### config.mk
export PLATFORM = sky130hd
export DESIGN_NAME = pipe_skid_rx_flat
export DESIGN_NICKNAME = d
export VERILOG_FILES = /design/src/rtl/pipe_skid_rx_if.sv /design/src/rtl/pipe_skid_rx.sv /design/src/flat_wrapper.sv
export SDC_FILE = /design/constraint.sdc
export NUM_CORES = 1
export LEC_CHECK = 0
export ABC_AREA = 1
export BUFFER_PORTS_ARGS = -buffer_cell sky130_fd_sc_hd__buf_2
export CAP_MARGIN = 20
export CELL_PAD_IN_SITES_DETAIL_PLACEMENT = 0
export CELL_PAD_IN_SITES_GLOBAL_PLACEMENT = 1
export CORE_UTILIZATION = 50
export CTS_BUF_LIST = sky130_fd_sc_hd__clkbuf_16
export CTS_CLUSTER_SIZE = 25
export DETAILED_ROUTE_END_ITERATION = 16
export PLACE_DENSITY = 0.86
export SYNTH_ARGS = -nofsm -noshare
export SYNTH_HDL_FRONTEND = slang
export SYNTH_SLANG_ARGS = --single-unit
### constraint.sdc
create_clock -name clk -period 5.1 [get_ports clk]
set_input_delay 1.02 -clock clk [delete_from_list [all_inputs] [get_ports clk]]
set_output_delay 1.02 -clock clk [all_outputs]
set_load 0.01 [all_outputs]
### src/rtl/pipe_skid_rx_if.sv
// pipe_skid_rx_if
// Handshake and data bundle for the receive-side skid buffer.
//   Producer side : i_valid, i_data (delay-line output, no handshake),
//                   o_ready (registered permission back to the producer)
//   Consumer side : o_valid, o_data (FIFO head), i_ready (consumer accept)
//   Status        : o_count (occupancy), o_overflow (sticky drop flag)
// The 'slave' modport is the buffer's view; 'master' is the surrounding logic.
interface pipe_skid_rx_if #(
  parameter int DWIDTH = 8,
  parameter int DEPTH  = 8
);
  logic                    i_valid;
  logic [DWIDTH-1:0]       i_data;
  logic                    o_ready;
  logic                    o_valid;
  logic [DWIDTH-1:0]       o_data;
  logic                    i_ready;
  logic [$clog2(DEPTH):0]  o_count;
  logic                    o_overflow;

  modport slave (
    input  i_valid, i_data, i_ready,
    output o_ready, o_valid, o_data, o_count, o_overflow
  );

  modport master (
    output i_valid, i_data, i_ready,
    input  o_ready, o_valid, o_data, o_count, o_overflow
  );
endinterface

### src/rtl/pipe_skid_rx.sv
// pipe_skid_rx
// Elastic buffer at the output of a fixed-latency delay line. Every arriving
// beat is captured into a DEPTH-entry circular FIFO; a registered o_ready is
// returned to the producer and drops while LAT trailing beats still fit.
// The consumer side is first-word-fall-through valid/ready.
//
// Ports:
//   clk    - rising-edge clock
//   reset  - asynchronous, active-high reset
//   bus    - pipe_skid_rx_if.slave (i_valid/i_data in, o_ready out,
//            o_valid/o_data/i_ready consumer port, o_count, o_overflow)
//
// Parameters: DWIDTH payload width, DEPTH entries (power of two, >= LAT+2),
//             LAT beats that can still land after o_ready goes low.
//
// Optional feature: define PIPE_SKID_RX_OVERFLOW_EN to build the sticky
// overflow flag and its simulation assertion. Without it o_overflow is 0 and
// overflowing beats are dropped silently.
module pipe_skid_rx #(
  parameter int DWIDTH = 8,
  parameter int DEPTH  = 8,
  parameter int LAT    = 3
) (
  input  logic           clk,
  input  logic           reset,
  pipe_skid_rx_if.slave  bus
);
  localparam int AW = $clog2(DEPTH);
  localparam int CW = AW + 1;
  localparam logic [CW-1:0] FULL_CNT  = CW'(DEPTH);
  localparam logic [CW-1:0] READY_LIM = CW'(DEPTH - LAT);

  logic [DWIDTH-1:0] mem_q [DEPTH];
  logic [AW-1:0]     wr_ptr_q, wr_ptr_d;
  logic [AW-1:0]     rd_ptr_q, rd_ptr_d;
  logic [CW-1:0]     count_q,  count_d;
  logic              ready_q,  ready_d;
  logic              push, pop;

  always_comb begin
    pop      = (count_q != '0) && bus.i_ready;
    // A full FIFO still accepts a beat when the head leaves in the same cycle.
    push     = bus.i_valid && ((count_q != FULL_CNT) || pop);
    wr_ptr_d = push ? wr_ptr_q + AW'(1) : wr_ptr_q;
    rd_ptr_d = pop  ? rd_ptr_q + AW'(1) : rd_ptr_q;
    count_d  = count_q + CW'(push) - CW'(pop);
    // Judged on next occupancy so the LAT in-flight beats always have room.
    ready_d  = (count_d < READY_LIM);
  end

  always_ff @(posedge clk or posedge reset) begin
    if (reset) begin
      wr_ptr_q <= '0;
      rd_ptr_q <= '0;
      count_q  <= '0;
      ready_q  <= 1'b0;
    end else begin
      wr_ptr_q <= wr_ptr_d;
      rd_ptr_q <= rd_ptr_d;
      count_q  <= count_d;
      ready_q  <= ready_d;
    end
  end

  // Storage is not reset; stale entries are unreachable once pointers clear.
  always_ff @(posedge clk) begin
    if (push) mem_q[wr_ptr_q] <= bus.i_data;
  end

  assign bus.o_valid = (count_q != '0);
  assign bus.o_data  = mem_q[rd_ptr_q];
  assign bus.o_count = count_q;
  assign bus.o_ready = ready_q;

`ifdef PIPE_SKID_RX_OVERFLOW_EN
  logic drop;
  logic ovf_q, ovf_d;

  always_comb begin
    drop  = bus.i_valid && (count_q == FULL_CNT) && !pop;
    ovf_d = ovf_q | drop;
  end

  always_ff @(posedge clk or posedge reset) begin
    if (reset) ovf_q <= 1'b0;
    else       ovf_q <= ovf_d;
  end

  assign bus.o_overflow = ovf_q;

  // A dropped beat means the producer ignored o_ready or LAT is too small.
  a_no_overflow: assert property (@(posedge clk) disable iff (reset) !drop);
`else
  assign bus.o_overflow = 1'b0;
`endif
endmodule

### src/flat_wrapper.sv
// flat-port wrapper written by rule: the top's interface ports become plain ports
module pipe_skid_rx_flat 
#(
  parameter int DWIDTH = 8,
  parameter int DEPTH  = 8,
  parameter int LAT    = 3
)
  (clk, reset, bus_i_valid, bus_i_data, bus_i_ready, bus_o_ready, bus_o_valid, bus_o_data, bus_o_count, bus_o_overflow);
  pipe_skid_rx_if #(.DWIDTH(DWIDTH), .DEPTH(DEPTH)) bus_i ();
  input  logic clk;
  input  logic reset;
  input wire logic [$bits(bus_i.i_valid)-1:0] bus_i_valid;
  input wire logic [$bits(bus_i.i_data)-1:0] bus_i_data;
  input wire logic [$bits(bus_i.i_ready)-1:0] bus_i_ready;
  output wire logic [$bits(bus_i.o_ready)-1:0] bus_o_ready;
  output wire logic [$bits(bus_i.o_valid)-1:0] bus_o_valid;
  output wire logic [$bits(bus_i.o_data)-1:0] bus_o_data;
  output wire logic [$bits(bus_i.o_count)-1:0] bus_o_count;
  output wire logic [$bits(bus_i.o_overflow)-1:0] bus_o_overflow;
  assign bus_i.i_valid = bus_i_valid;
  assign bus_i.i_data = bus_i_data;
  assign bus_i.i_ready = bus_i_ready;
  assign bus_o_ready = bus_i.o_ready;
  assign bus_o_valid = bus_i.o_valid;
  assign bus_o_data = bus_i.o_data;
  assign bus_o_count = bus_i.o_count;
  assign bus_o_overflow = bus_i.o_overflow;
  pipe_skid_rx #(.DWIDTH(DWIDTH), .DEPTH(DEPTH), .LAT(LAT)) u_core (.clk(clk), .reset(reset), .bus(bus_i));
endmodule
After elaboration in Yosys (flattened, before gate mapping)
Memories as Yosys holds them, arrays and structs flattened.
Index checks and enable logic that the tools add are counted.
Cells by class
  add/sub/neg operators: 4
  $mul: 0
  divide/modulo/power cells: 0
  magnitude comparators: 1
  equal/unequal tests: 1
  shifts and indexed selects: 0
  mux-type cells: 2
  bitwise logic cells: 0
  reduce and logical (&&, ||, !) cells: 4
Operator list (count)
  3-bit by 1-bit adder with 3-bit output (second input constant): 2
  4-bit by 1-bit adder with 4-bit output: 1
  4-bit by 3-bit less-than comparator with 1-bit output (second input constant): 1
  4-bit != test (second input constant): 1
  4-bit nonzero test: 1
  4-bit by 1-bit subtractor with 4-bit output: 1
  1-bit logical AND: 2
  1-bit 2-to-1 mux: 2
  1-bit logical OR: 1
Word-level totals
  register bits after elaboration: 11
  latch bits: 0
  RAM bits: 64
  ROM bits: 0
  word-level logic and storage cells: 17
  memories kept: 1
Memories
  u_core.mem_q: words 8, bits a word 8, rd ports 1, clocked after Yosys merged registers in 0, write ports 1, line pipe_skid_rx.sv:33  | logic [DWIDTH-1:0] mem_q [DEPTH];

Depth between registers and ports, before layout
Gate-level depths: netlist (run 1).
  depth in word-level cells: 7
  depth in mapped cells: 13

Worst setup path before layout (run 1)
OpenSTA, ideal clock, no wires.
  kind: input-to-reg
  start point: input port bus_i_ready
  end point: register u_core.ready_q (netlist: u_core.bus.o_ready)
  setup time: 0.117 ns
  arrival time: 2.302 ns
  data required time: 4.983 ns
  setup slack: 2.682 ns
  stages: 9
  path buffers: 0
  cells stage by stage: nand2_4 -> inv_1 -> ha_1 -> inv_1 -> ha_1 -> fa_1 -> nor2_1 -> nor2_1 -> nor2_1
Between the ends
  cells in the longest elaborated chain, start to end: 6
RTL lines
  from (decl): line flat_wrapper.sv:14  | input wire logic [$bits(bus_i.i_ready)-1:0] bus_i_ready;
  1-bit logical AND (*): line pipe_skid_rx.sv:41  | pop = (count_q != '0) && bus.i_ready;
  via u_core.pop: line pipe_skid_rx.sv:38  | logic push, pop;
  1-bit logical OR: line pipe_skid_rx.sv:43  | push = bus.i_valid && ((count_q != FULL_CNT) || pop);
  1-bit logical AND: line pipe_skid_rx.sv:43
  4-bit by 1-bit adder with 4-bit output: line pipe_skid_rx.sv:46  | count_d = count_q + CW'(push) - CW'(pop);
  4-bit by 1-bit subtractor with 4-bit output (*): line pipe_skid_rx.sv:46
  via u_core.count_d[1]: line pipe_skid_rx.sv:36  | logic [CW-1:0] count_q, count_d;
  4-bit by 3-bit less-than comparator with 1-bit output (*): line pipe_skid_rx.sv:48  | ready_d = (count_d < READY_LIM);
  via u_core.ready_d: line pipe_skid_rx.sv:37  | logic ready_q, ready_d;
  to (signal assigned): line pipe_skid_rx.sv:61  | ready_q <= ready_d;
  to (decl): line pipe_skid_rx.sv:37
The timed path passes the listed nets; every way through them passes the cells marked *.
A chain may end at the register's enable or synchronous reset.

Worst setup path after layout (run 1)
  start point: register u_core.rd_ptr_q[1]
  end point: output port bus_o_data[0]
Between the ends
  cells in the longest elaborated chain, start to end: 1
RTL lines
  from (decl): line pipe_skid_rx.sv:35  | logic [AW-1:0] rd_ptr_q, rd_ptr_d;
  from (signal assigned): line pipe_skid_rx.sv:59  | rd_ptr_q <= rd_ptr_d;
  memory 8 x 8 bit
  to (decl): line flat_wrapper.sv:17  | output wire logic [$bits(bus_i.o_data)-1:0] bus_o_data;
No other way between the ends.

==> impl_summary.txt, run 1 <==
----------------------------------------------------
[Critical path]
  Worst Path Max Fanout ... 26
  Required time at the endpoint of the critical path ... around 4100 ps
  Worst setup path startpoint ... u_core.rd_ptr_q[1]
  Arrival time reported for the critical path endpoint ... ~2300 ps
  Critical R2R Capture ... u_core.bus.o_ready
  Setup slack of the worst register-to-register path ... between 2000 and 3000 ps
  WS Path Type ... reg2out
  Endpoint type of the worst setup path ... output pin
  Depth of the worst register-to-register path ... 12
  Startpoint of the worst-slack reg-to-reg timing path ... u_core.bus.o_count[2]
  Critical path launch point type ... flip-flop

[CTS]
  Number of buffers created by CTS ... 9
  Quantity of gates resized following cts ... 0
  Clock tree from TritonCTS ... built
  Number of buffers inserted to repair setup after CTS ... 0
  Number of H-tree levels ... 3
  Sink count of the clock tree ... 75
  Clock transition at the register clock pins on the worst setup and hold paths after CTS ... 60 ps
  Number of hold buffers added after CTS ... 0
  Worst-case clock buffer depth ... 2
  Buffer cell driving the clock tree root ... sky130_fd_sc_hd__clkbuf_16
  Clock latency on the worst-skew pair ... roughly 330 ps

[Outcome]
  Violated checks ... design-rule violations
  Outcome ... finished with violations

[Yosys]
  Share of synthesized area occupied by flip-flops and latches ... 65.4%
  Synth Area in Adders ... roughly 3.6%
  Post-synthesis net count ... 322
  Total number of yosys warnings ... 0
  Netlist area before placement ... 0.00336 mm²
  Flops & latches, synth ... between 70 and 80
  Distinct cell type count after synthesis ... 27
  Post-synthesis compound-gate area fraction ... under 10%
  Top post-synthesis cells by area ... sky130_fd_sc_hd__edfxtp_1 (57%), sky130_fd_sc_hd__nand2_1 (9.9%), sky130_fd_sc_hd__dfrtp_1 (8.2%)
  Biggest area consumer among synthesized cells ... sky130_fd_sc_hd__edfxtp_1
  Mean Syn Cell Area ... 11.2 µm²
  Multiplexer share of the synthesized area ... 0%
  Xor and xnor area share after synthesis ... 0.521%
  Basic-gate share of the synthesized area counting and, or, nand and nor cells ... between 10% and 20%
  Number of instances in the synthesized netlist ... 301
  Combinational family with the most area after synthesis ... simple AND/OR/NAND/NOR gates
  Synth top area share ... a little under three fifths

[Floorplan]
  Die area ... 0.00705 mm²
  Core region area ... between 0.006 and 0.007 mm²
  Die Height ... 84.0 µm
  Initial standard-cell utilization of the core ... 52.3%
  Placement row count ... 29
  IO Count ... 27
  Die outline width ... 84.0 µm

[STA]
  Pin slew with the least headroom to its limit ... about 990 ps
  Fmax ... about 300 MHz
  Period utilisation layout ... 65.6%
  Shortest period the worst path allows ... roughly 3300 ps
  Setup repair after global routing missed its margin ... no
  Pins over their slew limit ... 0
  Number of failing setup endpoints in the final timing report ... 0
  Slew margin rel. ... 33.4%
  Hold violation count in the final report ... 0
  Fin Setup TNS ... 0 ps
  Worst-case clock skew ... 6.34 ps
  Final worst-path setup slack ... 1760 ps

[Drt]
  Number of nets still failing antenna checks after routing ... 0
  Number of remaining DRC errors ... 6
  WL/cell ... 15.9 µm
  Via Count ... 2116
  Number of iterations in the first detailed-routing pass ... 10
  Violation count after the first detailed-route iteration ... approximately 150
  Vias per cell ... 5.19
  Total routed wirelength ... about 6500 µm

[Placement]
  Hpwl dp ... ~4000 µm
  Pre-CTS setup slack ... ~2100 ps
  Area after detailed placement ... 0.00347 mm²
  Count of input and output buffers ... 25
  Routability Congestion ... between 0.7 and 0.8

[GRT]
  Global-route usage over all layers ... ~21%
  Largest net degree at the start of global routing ... 28
  Antenna violations before repair ... 0
  Congestion Overflow GR ... 0
  Number of global-route vias before repair ... about 2000
  Wire length of the first global-routing pass ... 10500 µm

[Hold path]
  Cell depth of the worst min-delay path ... 2
  Source of the worst hold timing path ... u_core.wr_ptr_q[0]
  Hold EP ... u_core.wr_ptr_q[0]
  Class of the tightest hold or removal check ... reg2reg

[Power and ir drop]
  LEAKAGE ... 0.00159 µW
  Power Dens Cells ... 626 mW/mm²
  Worst supply voltage drop on vdd ... between 0.0002 and 0.0003 V

[Cells and area]
  Post-route design area ... ~0.0038 mm²
  Nets ... 347
  Ratio of cells with drive above 1 in the final layout ... 15.7%
  Most frequent standard cell in the layout excluding fill and tap cells ... sky130_fd_sc_hd__nand2_1
  Commonest cells after routing, fill and taps aside ... sky130_fd_sc_hd__nand2_1 (89), sky130_fd_sc_hd__edfxtp_1 (64), sky130_fd_sc_hd__nor2_1 (36)
  Layout-stage area growth over the synthesis result ... 13.4%
  Number of antenna diodes ... 0

[Flow run]
  Number of max-cap violations ... 0

----------------------------------------------------
[cells by family (layout without fill, tap and decap cells)]
| logic type | Yosys count | in the layout |
|---|---|---|
| flops | 75 | 75 |
| other cells | 1 | 1 |
| simple gates | 143 | 143 |
| fa+ha+maj | 9 | 9 |
| xor+xnor | 2 | 2 |
| buf+inv | 37 | 67 |
| compound gates | 34 | 34 |
[metrics by stage]
stage               util, %  total power [µW]  hold WS (ps)  std cells
detailed placement     54.1              1680           603        392
CTS                    59.4              2410           617        408
finish                 59.4              2390           626        408
global route           59.4              2550           659        408
global placement       54.1              1670           585        392
floorplan                 -              1510           538        301
[cells in the mapped netlist]
library cell               number
sky130_fd_sc_hd__nand2_2        4
sky130_fd_sc_hd__buf_8          1
sky130_fd_sc_hd__fa_1           1
sky130_fd_sc_hd__buf_6          6
sky130_fd_sc_hd__edfxtp_1      64
sky130_fd_sc_hd__nand3_4        1
sky130_fd_sc_hd__nor3b_4        1
sky130_fd_sc_hd__inv_8          1
sky130_fd_sc_hd__a21oi_1        1
sky130_fd_sc_hd__nand2_1       89
sky130_fd_sc_hd__buf_2          1
sky130_fd_sc_hd__o21ai_0        9
sky130_fd_sc_hd__clkinv_1       2
sky130_fd_sc_hd__dfrtp_1       11
sky130_fd_sc_hd__nor2_2         1
sky130_fd_sc_hd__nand3b_1       1
sky130_fd_sc_hd__buf_4          4
sky130_fd_sc_hd__xnor2_1        1
sky130_fd_sc_hd__xor2_1         1
sky130_fd_sc_hd__inv_1         22
sky130_fd_sc_hd__ha_1           8
sky130_fd_sc_hd__nand2_4        3
sky130_fd_sc_hd__conb_1         1
sky130_fd_sc_hd__nor2_1        36
sky130_fd_sc_hd__o21ai_1       16
sky130_fd_sc_hd__o211ai_1       8
sky130_fd_sc_hd__nand3_1        7
[report_power, final]
group,switching [µW],internal (µW)
combinational,482,281
clock,240,477
sequential,122,784
total,844,1540
[cell type report]
cell class / count / area [µm²]
Clock buffer: 9 / 225
Fill cell: 526 / 2610
Inverter: 25 / 101
Tap cell: 77 / 96.3
Multi-Input combinational cell: 189 / 945
Clock inverter: 7 / 115
Sequential cell: 75 / 2200
Timing Repair Buffer: 26 / 133
[flip-flops by register name, summed over array words and instances (netlist names)]
register	cells
u_core.bus.o_count	4
u_core.rd_ptr_q	3
u_core.bus.o_ready	1
u_core.mem_q	64
u_core.wr_ptr_q	3
[critical path: stages (launching register included)]
cell and delay (ps):
sky130_fd_sc_hd__dfrtp_1 930, sky130_fd_sc_hd__clkinv_1 510, sky130_fd_sc_hd__o21ai_0 220, sky130_fd_sc_hd__o21ai_1 80
sky130_fd_sc_hd__nand2_1 60, sky130_fd_sc_hd__nand2_1 50, sky130_fd_sc_hd__buf_2 130
[routing by layer]
layer / vias up / GRT usage [%] / share of wire, %
li1: 1052 / - / -
met1: 992 / 26.8 / 45
met2: 61 / 33.1 / 47
met3: 11 / 3.86 / 5.4
met4: 0 / 11.6 / 2.0
met5: - / 0 / 0
[worst max-delay path by stage]
stage	to	slack (ps)	cells after the start
after detailed placement	bus_o_data[0]	2090	6
after global routing	bus_o_data[0]	1580	6
final	bus_o_data[0]	1760	6
after floorplan	u_core.bus.o_ready	2680	9
after global placement	bus_o_data[0]	2150	6
after CTS	bus_o_data[0]	1720	6
Power figures use the tool's default switching activity.
==> run 2, diff against run 1 <==
Settings changed: CORE_UTILIZATION 50 to 43, PLACE_DENSITY 0.86 to 0.79.
Clock period 5.1 ns to 2.9 ns, I/O delays scaled along.
==> impl_summary.txt, run 2 (synthesis gave the netlist of run 1 again) <==
----------------------------------------------------
[Outcome]
  Outcome ... finished, final reports clean

[Critical path]
  Endpoint type of the worst setup path ... output pin
  Worst Path Max Fanout ... 11 (-58%)
  Required time at the endpoint of the critical path ... 2320 ps (-1760 ps)
  Setup slack of the worst register-to-register path ... 700 ps (-2140 ps)
  Worst setup path startpoint ... u_core.rd_ptr_q[1]
  Critical path launch point type ... flip-flop
  Critical R2R Capture ... u_core.bus.o_ready
  Startpoint of the worst-slack reg-to-reg timing path ... u_core.bus.o_count[2]
  Depth of the worst register-to-register path ... 12 (unchanged)
  CP Capture Point ... bus_o_data[6]
  Arrival time reported for the critical path endpoint ... 1850 ps (-470 ps)
  WS Path Type ... reg2out

[Floorplan]
  IO Count ... 27 (unchanged)
  Core region area ... 0.00741 mm² (+15%)
  Placement row count ... 31 (+6.9%)
  Die Height ... 90.4 µm (+7.6%)
  Die outline width ... 90.4 µm (+7.6%)
  Die area ... 0.00817 mm² (+16%)
  Initial standard-cell utilization of the core ... 45.4% (-7.0 points)

[Drt]
  WL/cell ... 14.5 µm (-8.9%)
  Violation count after the first detailed-route iteration ... 114 (-23%)
  Number of iterations in the first detailed-routing pass ... 4 (-6)
  Total routed wirelength ... 6360 µm (-1.7%)
  Number of remaining DRC errors ... 0 (-6)
  Vias per cell ... 4.74 (-8.6%)
  Via Count ... 2086 (-1.4%)
  Number of nets still failing antenna checks after routing ... 0 (unchanged)

[STA]
  Number of failing setup endpoints in the final timing report ... 0 (unchanged)
  Fin Setup TNS ... 0 ps (unchanged)
  Shortest period the worst path allows ... 2430 ps
  Final worst-path setup slack ... 470 ps (-1290 ps)
  Pins over their slew limit ... 0 (unchanged)
  Setup repair after global routing missed its margin ... no
  Pin slew with the least headroom to its limit ... 530 ps (-464 ps)
  Period utilisation layout ... 83.8%
  Worst-case clock skew ... 5.28 ps (-1.06 ps)
  Fmax ... between 400 and 500 MHz
  Hold violation count in the final report ... 0 (unchanged)
  Slew margin rel. ... 64.5% (+31 points)

[Placement]
  Routability Congestion ... 0.739 (-7.5%)
  Area after detailed placement ... 0.00357 mm² (+3.0%)
  Hpwl dp ... 4090 µm (+3.5%)
  Count of input and output buffers ... 25 (unchanged)
  Pre-CTS setup slack ... 705 ps (-1390 ps)

[CTS]
  Number of buffers created by CTS ... 9 (unchanged)
  Buffer cell driving the clock tree root ... sky130_fd_sc_hd__clkbuf_16
  Number of buffers inserted to repair setup after CTS ... 0 (unchanged)
  Sink count of the clock tree ... 75 (unchanged)
  Clock tree from TritonCTS ... built
  Number of H-tree levels ... 3 (unchanged)
  Clock latency on the worst-skew pair ... 330 ps (about the same)
  Number of hold buffers added after CTS ... 0 (unchanged)
  Quantity of gates resized following cts ... 0 (unchanged)
  Worst-case clock buffer depth ... 2 (unchanged)
  Clock transition at the register clock pins on the worst setup and hold paths after CTS ... 50 ps (about the same)

[Cells and area]
  Post-route design area ... 0.00385 mm² (+1.0%)
  Most frequent standard cell in the layout excluding fill and tap cells ... sky130_fd_sc_hd__nand2_1
  Number of flip-flops in the largest register ... 64 (unchanged)
  Number of antenna diodes ... 0 (unchanged)
  Commonest cells after routing, fill and taps aside ... sky130_fd_sc_hd__nand2_1 (89), sky130_fd_sc_hd__edfxtp_1 (64), sky130_fd_sc_hd__nor2_1 (36)
  Layout-stage area growth over the synthesis result ... 14.6%
  Ratio of cells with drive above 1 in the final layout ... 16.7% (+1.0 points)
  Nets ... 357 (+2.9%)
  Register bank with the most flops ... u_core.mem_q

[Flow run]
  Number of max-cap violations ... 0 (unchanged)

[Hold path]
  Class of the tightest hold or removal check ... in2async

[Power and ir drop]
  LEAKAGE ... 0.00162 µW (+2.2%)
  Power Dens Cells ... 1040 mW/mm² (+66%)
  Total power ... 4010 µW (+68%)
  Worst supply voltage drop on vdd ... 0.000589 V (+110%)

[GRT]
  Largest net degree at the start of global routing ... 43 (+54%)
  Number of global-route vias before repair ... 2068 (+1.7%)
  Met3 track demand over resource ... 3.87% (+0.014 points)
  Wire length of the first global-routing pass ... 10500 µm (about the same)
  M1 GR Usage ... 23.2% (-3.6 points)
  Antenna violations before repair ... 0 (unchanged)
  Global-route usage over all layers ... 17.4% (-3.3 points)
  Met2 Use GR ... 27.1% (-6.0 points)
  Congestion Overflow GR ... 0 (unchanged)
  Layer with the highest usage ... met2

----------------------------------------------------
run 2: cell count changes in the layout (fill, tap and decap cells not counted), moves of 2 or more:
cell / delta
sky130_fd_sc_hd__clkinv_1: +2
sky130_fd_sc_hd__buf_4: +10
sky130_fd_sc_hd__inv_1: +3
sky130_fd_sc_hd__bufinv_16: -2
run 2: where the power goes:
part	leakage, µW	internal, µW	switching (µW)
logic	0.000765	532	930
registers	0.000713	1380	146
clock network	0.000146	646	377
run 2: routing by layer:
metal / routed length, µm / up-vias / share of wire (%)
li1: - / 1072 / -
met1: 2990 / 965 / 47
met2: 3040 / 40 / 48
met3: 235 / 9 / 3.7
met4: 101 / 0 / 1.6
met5: 0 / - / 0
run 2: area by class of cell:
type,instances,area (µm²)
Timing Repair Buffer,36,208
Inverter,25,101
Clock inverter,7,52.6
Multi-Input combinational cell,189,945
Tap cell,99,124
Fill cell,640,3560
Clock buffer,9,225
Sequential cell,75,2200
run 2: per-stage QoR:
step           util, %  hold WS [ps]  instances
3_3_place_gp      48.3           590        424
4_1_cts           52.0           245        440
6_report          52.0           239        440
5_1_grt           52.0           288        440
2_1_floorplan        -           432        301
3_5_place_dp      48.3           595        424
run 2: how the worst min path moves through the flow:
stage,from,end,slack [ps],depth (start not counted)
3_5_place_dp,reset,u_core.wr_ptr_q[2],590,2
5_1_grt,reset,u_core.bus.o_count[1],290,2
4_1_cts,reset,u_core.wr_ptr_q[2],250,2
3_3_place_gp,reset,u_core.wr_ptr_q[2],590,2
6_report,reset,u_core.wr_ptr_q[2],240,2
2_1_floorplan,reset,u_core.bus.o_count[0],430,1
run 2: critical path, cell delays in order, from the launching register on:
cell                       delay (ps)
sky130_fd_sc_hd__dfrtp_1          580
sky130_fd_sc_hd__clkinv_1         380
sky130_fd_sc_hd__o21ai_0          190
sky130_fd_sc_hd__o21ai_1           80
sky130_fd_sc_hd__nand2_1           60
sky130_fd_sc_hd__nand2_1           80
sky130_fd_sc_hd__buf_2            140
